**src/rtl/mux2_rr_arbiter.sv**
```systemverilog
// ---------------------------------------------------------------------------
// mux2_rr_arbiter
//
// Purpose:
//   Shares one downstream valid/ready channel between two requesters (A, B)
//   by driving the select of a 2:1 data multiplexer. Grants are handed out
//   round-robin. A grant is held for at most BURST accepted beats, after
//   which the arbiter re-arbitrates. Each requester receives a per-beat
//   acknowledge.
//
// Parameters:
//   W      data width of each requester and of the output
//   BURST  maximum accepted beats per grant (1..15)
//
// Ports:
//   clock      system clock, rising edge
//   resetn     synchronous active-low reset
//   req_a      A requests (held high while A has data)
//   data_a     A data, valid while req_a=1
//   req_b      B requests
//   data_b     B data
//   out_ready  sink accepts a beat this cycle
//   out_valid  beat presented to the sink
//   out_data   muxed data (sel ? data_a : data_b)
//   sel        mux select, 1=A, 0=B
//   ack_a      A's beat accepted this cycle
//   ack_b      B's beat accepted this cycle
//   busy       a grant is held
// ---------------------------------------------------------------------------
module mux2_rr_arbiter #(
   parameter int W     = 8,
   parameter int BURST = 4
) (
   input  logic         clock,
   input  logic         resetn,
   input  logic         req_a,
   input  logic [W-1:0] data_a,
   input  logic         req_b,
   input  logic [W-1:0] data_b,
   input  logic         out_ready,
   output logic         out_valid,
   output logic [W-1:0] out_data,
   output logic         sel,
   output logic         ack_a,
   output logic         ack_b,
   output logic         busy
);

   typedef enum logic [1:0] {
      IDLE  = 2'd0,
      GNT_A = 2'd1,
      GNT_B = 2'd2
   } state_t;

   localparam logic [3:0] LAST_BEAT = 4'(BURST - 1);

   state_t     state_q, state_d;
   logic       sel_q, sel_d;
   logic [3:0] count_q, count_d;
   // 1 when A was the last requester whose grant ended; reset favours A.
   logic       last_a_q, last_a_d;

   // Outputs depend only on the registered state and the live inputs.
   assign busy      = (state_q != IDLE);
   assign sel       = sel_q;
   assign out_data  = sel_q ? data_a : data_b;
   assign out_valid = ((state_q == GNT_A) && req_a) || ((state_q == GNT_B) && req_b);
   assign ack_a     = (state_q == GNT_A) && req_a && out_ready;
   assign ack_b     = (state_q == GNT_B) && req_b && out_ready;

   always_comb begin
      state_d  = state_q;
      count_d  = count_q;
      last_a_d = last_a_q;

      case (state_q)
         IDLE: begin
            count_d = 4'd0;
            if (req_a && req_b) begin
               state_d = last_a_q ? GNT_B : GNT_A;
            end else if (req_a) begin
               state_d = GNT_A;
            end else if (req_b) begin
               state_d = GNT_B;
            end
         end

         GNT_A: begin
            // Grant ends on the final beat of the burst or when A lets go.
            if ((ack_a && (count_q == LAST_BEAT)) || !req_a) begin
               last_a_d = 1'b1;
               count_d  = 4'd0;
               if (req_b) begin
                  state_d = GNT_B;
               end else if (req_a) begin
                  state_d = GNT_A;
               end else begin
                  state_d = IDLE;
               end
            end else if (ack_a) begin
               count_d = count_q + 4'd1;
            end
         end

         GNT_B: begin
            if ((ack_b && (count_q == LAST_BEAT)) || !req_b) begin
               last_a_d = 1'b0;
               count_d  = 4'd0;
               if (req_a) begin
                  state_d = GNT_A;
               end else if (req_b) begin
                  state_d = GNT_B;
               end else begin
                  state_d = IDLE;
               end
            end else if (ack_b) begin
               count_d = count_q + 4'd1;
            end
         end

         default: begin
            state_d = IDLE;
            count_d = 4'd0;
         end
      endcase

      // sel follows the granted side and keeps its last value in IDLE so the
      // output mux does not glitch between grants.
      case (state_d)
         GNT_A:   sel_d = 1'b1;
         GNT_B:   sel_d = 1'b0;
         default: sel_d = sel_q;
      endcase
   end

   always_ff @(posedge clock) begin
      if (!resetn) begin
         state_q  <= IDLE;
         sel_q    <= 1'b0;
         count_q  <= 4'd0;
         last_a_q <= 1'b0;
      end else begin
         state_q  <= state_d;
         sel_q    <= sel_d;
         count_q  <= count_d;
         last_a_q <= last_a_d;
      end
   end

endmodule

```
**config.mk**
```make
export PLATFORM = sky130hd
export DESIGN_NAME = mux2_rr_arbiter
export DESIGN_NICKNAME = d
export VERILOG_FILES = /design/src/rtl/mux2_rr_arbiter.sv
export SDC_FILE = /design/constraint.sdc
export NUM_CORES = 1
export LEC_CHECK = 0
export ABC_AREA = 0
export CAP_MARGIN = 20
export CORE_ASPECT_RATIO = 0.7
export CORE_MARGIN = 3
export CORE_UTILIZATION = 37
export CTS_BUF_LIST = sky130_fd_sc_hd__clkbuf_4 sky130_fd_sc_hd__clkbuf_8
export DETAILED_ROUTE_END_ITERATION = 6
export PLACE_DENSITY = 0.8
export SYNTH_ARGS = -nofsm -noshare
export SYNTH_HDL_FRONTEND = slang
export SYNTH_SLANG_ARGS = --single-unit
```
**constraint.sdc**
```tcl
create_clock -name clock -period 1.6 [get_ports clock]
set_input_delay 0.32 -clock clock [delete_from_list [all_inputs] [get_ports clock]]
set_output_delay 0.32 -clock clock [all_outputs]
set_load 0.005 [all_outputs]
```
==> results.txt, run 1 <==
WP data arrival -> 2030 ps
commonest non-fill, non-tap cell in the layout -> buf_4
Peak VDD IR -> 0.745 mV
total gr overflow -> 0
vias per cell -> 5.32
syn avg cell area -> 9.26 sq um
drt first pass iters -> 4
Chip Width -> 58.5 um
routed length per placed instance -> 18.5 um
share of layout cells above drive strength 1 -> 49.6%
Syn Nets -> 104
reg2reg end -> sel
final-layout fill cell count -> 100
Seq cells post-synth -> 8
ys async rst share -> 0%
initial core utilization -> 42.0%
Post-Route WL -> 2820 um
total CTS buffers -> 3
Post-route DRC -> 0
Final #Nets -> 160
post-route cell area -> 1330 sq um
pre-CTS setup slack -> -614 ps
HP Class -> flip-flop to flip-flop
slew of the pin with the lowest slew margin -> 468 ps
# Max-Cap Violations -> 0
Syn Inst Count -> 77
initial antenna violation count -> 0
n_diodes -> 0
fmax -> 533 MHz
Worst Setup Start Kind -> flip-flop
die height -> 42.7 um
endpoints failing hold -> 0
IO Pins -> 34
dpl hpwl -> 1910 um
Area after DPL -> 1190 sq um
clk_skew -> 3.50 ps
most frequent cells in the layout -> buf_4, clkdlybuf4s50_1, nor2_1
crit end category -> flip-flop
failing checks -> negative setup slack
final setup fails -> 3
Core Region -> 1700 sq um
Port Buffers -> 33
Primary FF master, synth -> dfxtp_1
Vias -> 808
final setup margin -> -275 ps
Worst Path Max Fanout -> 7
hold bufs inserted after CTS -> 0
row count -> 12
first-pass GRT wire length -> 3850 um
die area -> 2500 sq um
count of pins over their slew limit -> 0
Tcrit/Tclk final -> 117%
sequential share of the synthesized area -> 22.5%
CP endpoint -> sel
total clock sinks -> 8
RD Place Congestion -> 0.896
CTS tree -> done
P per Cell Area -> 1010 nW/um^2
Synthesis Warnings -> 0
Cell Area, Synth -> 713 sq um
area of the multi-input gates -> 592 sq um
root buffer selected by CTS -> clkbuf_4
clk buf depth -> 2
vias in the first global route -> 781
post-route antenna net violation count -> 0
Total Routing Usage GR -> 20.6%
total power -> 1350 uW
Setup crit start -> count_q[1]
Slew HR -> 68.8%
worst endpoint required time -> 1760 ps
Storage cell area -> 171 sq um
Crit Path Class -> flip-flop to flip-flop
Clock transition at path regs -> 50 ps
CTS H-tree depth -> 1
initial DRC count -> 23
flop-to-flop setup slack -> -270 ps
launching point of the worst reg2reg path -> count_q[1]
post-synth cell types -> 29
run status -> finished with violations
Area Growth Syn to Fin -> 86.7%
worst-skew pair later-pin latency -> 260 ps
Pleak -> 0.000598 uW
r2r worst-path depth -> 9
Post-synth EDFFs -> 0
pin count of the biggest net entering global routing -> 10
RSZ-0062 raised after global routing -> true
min cycle time layout -> 1870 ps
## worst min path at each step
stage             start          to  slack (ps)  cells after the start
5_1_grt             sel         sel         560                      2
3_5_place_dp   last_a_q    last_a_q         530                      2
6_report            sel         sel         540                      2
4_1_cts        last_a_q    last_a_q         530                      2
2_1_floorplan    resetn  count_q[0]         450                      2
3_3_place_gp   last_a_q    last_a_q         490                      2
## what timing repair did
item / 4_1_cts / 5_1_grt
endpoints found under the hold margin: 0 / 0
setup buffers: 4 / 2
setup endpoints to repair: 17 / 11
cloned: 0 / 1
pin swaps: 11 / 9
gates resized for setup: 50 / 17
## critical path, cell delays in order (launching register included)
cell	delay, ps
dfxtp_2	350
ha_4	160
nand4bb_4	180
mux2i_1	260
a32oi_2	140
a21o_1	210
ha_4	290
nor2_4	30
a21oi_2	100
nor2_1	40
## cell usage after synthesis, types with 2 or more instances
master    n  area share (%)
nand2b_1  2             1.8
o21ai_0   2             1.4
a41oi_1   2             2.5
a21oi_1   7             4.9
nor2_1    8             4.2
dfxtp_1   8              22
ha_1      6              11
mux2i_1   2             2.8
and3_1    2             1.8
mux2_2    3             4.7
mux2_1    6             9.5
buf_6     3             4.7
xor2_1    2             2.5
nand2_1   6             3.2
inv_1     3             1.6
a32oi_1   2             2.5
## where the power goes
part           total [uW]  leakage, uW  internal [uW]  switching [uW]
Clock                 163    0.0000138           86.4            76.6
Combinational         899     0.000517            531             368
Sequential            287    0.0000680            241            46.3
## state kept, by name (all words and copies together) (netlist names)
| signal | flops |
|---|---|
| count_q | 4 |
| last_a_q | 1 |
| state_q | 2 |
| sel | 1 |
## area by class of cell
type                            count  area share [%]
Clock buffer                        3            1.69
Inverter                            5            1.97
Multi-Input combinational cell     59            44.5
Sequential cell                     8            12.9
Tap cell                           21            1.97
Timing Repair Buffer               56            37.0
## stage by stage
stage	TNS, ps	hold WS, ps	util (%)	std cells
5_1_grt	-465	562	78.5	152
6_report	-302	543	78.5	152
4_1_cts	-382	530	74.7	149
3_5_place_dp	-5010	528	70.0	142
3_3_place_gp	-4340	487	70.0	142
2_1_floorplan	-118	454	-	77
## metal layers
metal | part of all wire [%] | track usage [%]
met3 | 4.3 | 4.86
met1 | 45 | 27.9
met2 | 50 | 32.5
met4 | 1.0 | 5.56
met5 | 0 | 0
## cells by family (layout without fill, tap and decap cells)
group | Yosys count | in the layout | synth area share (%)
adder cells (fa/ha/maj) | 6 | 6 | 10.5
XOR/XNOR | 2 | 2 | 2.46
AND/OR/NAND/NOR | 19 | 19 | 14.7
AO/OA/AOI/OAI | 21 | 21 | 22.3
flip-flops | 8 | 8 | 22.5
multiplexers | 11 | 11 | 17.0
buffers and inverters | 10 | 64 | 10.5
No activity file was read; power rests on OpenSTA's default activity.
==> run 2, diff against run 1 <==
Settings changed: CAP_MARGIN 20 to default, CORE_ASPECT_RATIO 0.7 to default, CORE_UTILIZATION 37 to 41, PLACE_DENSITY 0.8 to 0.83.
Clock period 1.6 ns to 1.81 ns, I/O delays scaled along.
==> results.txt, run 2 (synthesis gave the netlist of run 1 again) <==
run status -> finished with violations
failing checks -> negative setup slack
Final #Nets -> 156
pin count of the biggest net entering global routing -> 10
final setup margin -> -43.6 ps
Crit Path Class -> flip-flop to flip-flop
count of pins over their slew limit -> 0
CTS tree -> done
min cycle time layout -> 1850 ps
max reg flops -> 4
RSZ-0062 raised after global routing -> true
routed length per placed instance -> 16.6 um
final-layout fill cell count -> 104
initial DRC count -> 29
biggest regs -> count_q: 4 flops, state_q: 2 flops
Core Region -> 1580 sq um
Vias -> 792
met1 usage -> 26.2%
# Max-Cap Violations -> 0
clk buf depth -> 2
P per Cell Area -> 813 nW/um^2
utilization after layout -> 81.0%
global-route met3 utilization -> 3.01%
GRT busiest layer -> met2
initial antenna violation count -> 0
total clock sinks -> 8
first-pass GRT wire length -> 3670 um
RD Place Congestion -> 0.906
Hold WS -> 515 ps
vias in the first global route -> 802
initial core utilization -> 45.2%
Worst Setup Start Kind -> flip-flop
HP Class -> flip-flop to flip-flop
Post-Route WL -> 2380 um
grt met2 use -> 43.3%
WP data arrival -> 2010 ps
Area Growth Syn to Fin -> 79.1%
CTS H-tree depth -> 1
die area -> 2280 sq um
fmax -> 539 MHz
Worst Path Max Fanout -> 7
setup_tns -> -45.6 ps
row count -> 14
worst endpoint required time -> 1960 ps
final setup fails -> 2
Total Routing Usage GR -> 22.8%
Storage cell area -> 169 sq um
area of the multi-input gates -> 567 sq um
Pleak -> 0.000569 uW
dpl hpwl -> 1660 um
drt first pass iters -> 4
Slew HR -> 84.4%
total gr overflow -> 0
clk_skew -> 6.70 ps
die height -> 47.7 um
endpoints failing hold -> 0
IO Pins -> 34
most frequent cells in the layout -> clkdlybuf4s50_1, buf_4, dlygate4sd2_1
worst-skew pair later-pin latency -> 260 ps
Chip Width -> 47.7 um
Tcrit/Tclk final -> 102%
root buffer selected by CTS -> clkbuf_4
commonest non-fill, non-tap cell in the layout -> clkdlybuf4s50_1
slew of the pin with the lowest slew margin -> 231 ps
share of layout cells above drive strength 1 -> 37.8%
n_diodes -> 0
Clock transition at path regs -> 60 ps
crit end category -> flip-flop
vias per cell -> 5.54
total CTS buffers -> 3
Reg with most FFs -> count_q
Post-route DRC -> 0
Port Buffers -> 33
Peak VDD IR -> 0.709 mV
post-route antenna net violation count -> 0
[run 2: cell types whose count changed in the layout (fill, tap and decap cells not counted), moves of 2 or more]
cell	change
dlygate4sd2_1	+10
clkbuf_2	-6
buf_2	-4
clkdlybuf4s15_1	-2
clkdlybuf4s50_1	+2
mux2_1	+2
mux2_4	-2
[run 2: layout make-up]
type,instances,area share (%)
clock buffer,3,1.76
inverter,5,2.55
multi-input combinational,59,44.4
sequential,8,13.2
tap,16,1.57
timing repair buffer,52,36.5
[run 2: metrics by stage]
stage	instance area (sq um)	power (uW)	instances	setup WS, ps
after detailed placement	1140	823	136	-412
after global routing	1280	1100	143	-138
after CTS	1220	1000	141	-26.2
after global placement	1140	800	136	-324
after floorplan	716	518	77	5.47
final	1280	1040	143	-43.6
[run 2: repair_timing]
action,CTS,global route
gates resized for setup,29,8
endpoints found under the setup margin,14,2
pin swaps,7,4
hold buffers,0,0
buffers inserted,2,2
[run 2: path summary, 6_finish.rpt]
path | startpoint | to | slack, ps | depth (start not counted)
hold reg to reg | last_a_q | last_a_q | 510 | 2
hold / removal | last_a_q | last_a_q | 510 | 2
setup reg to reg | count_q[1] | sel | -40 | 9
setup / recovery | count_q[1] | sel | -40 | 9
[run 2: critical path, stage by stage, from the launching register on]
cell and delay (ps):
dfxtp_2 350, ha_4 150, nand4bb_4 180, mux2i_2 230, a32oi_2 140, a21o_1 230
ha_4 290, nor2_2 40, a21oi_2 100, nor2_1 50
[run 2: metal layers]
layer	up-vias	part of all wire, %
li1	377	-
met1	369	39
met2	36	54
met3	10	3.9
met4	0	3.2
met5	-	0
[run 2: where the power goes]
part | leakage [uW] | total (uW) | internal, uW | switching (uW)
sequential | 0.0000677 | 257 | 212 | 44.6
combinational | 0.000488 | 643 | 380 | 262
clock | 0.0000138 | 140 | 76.1 | 63.9
total | 0.000569 | 1040 | 668 | 371
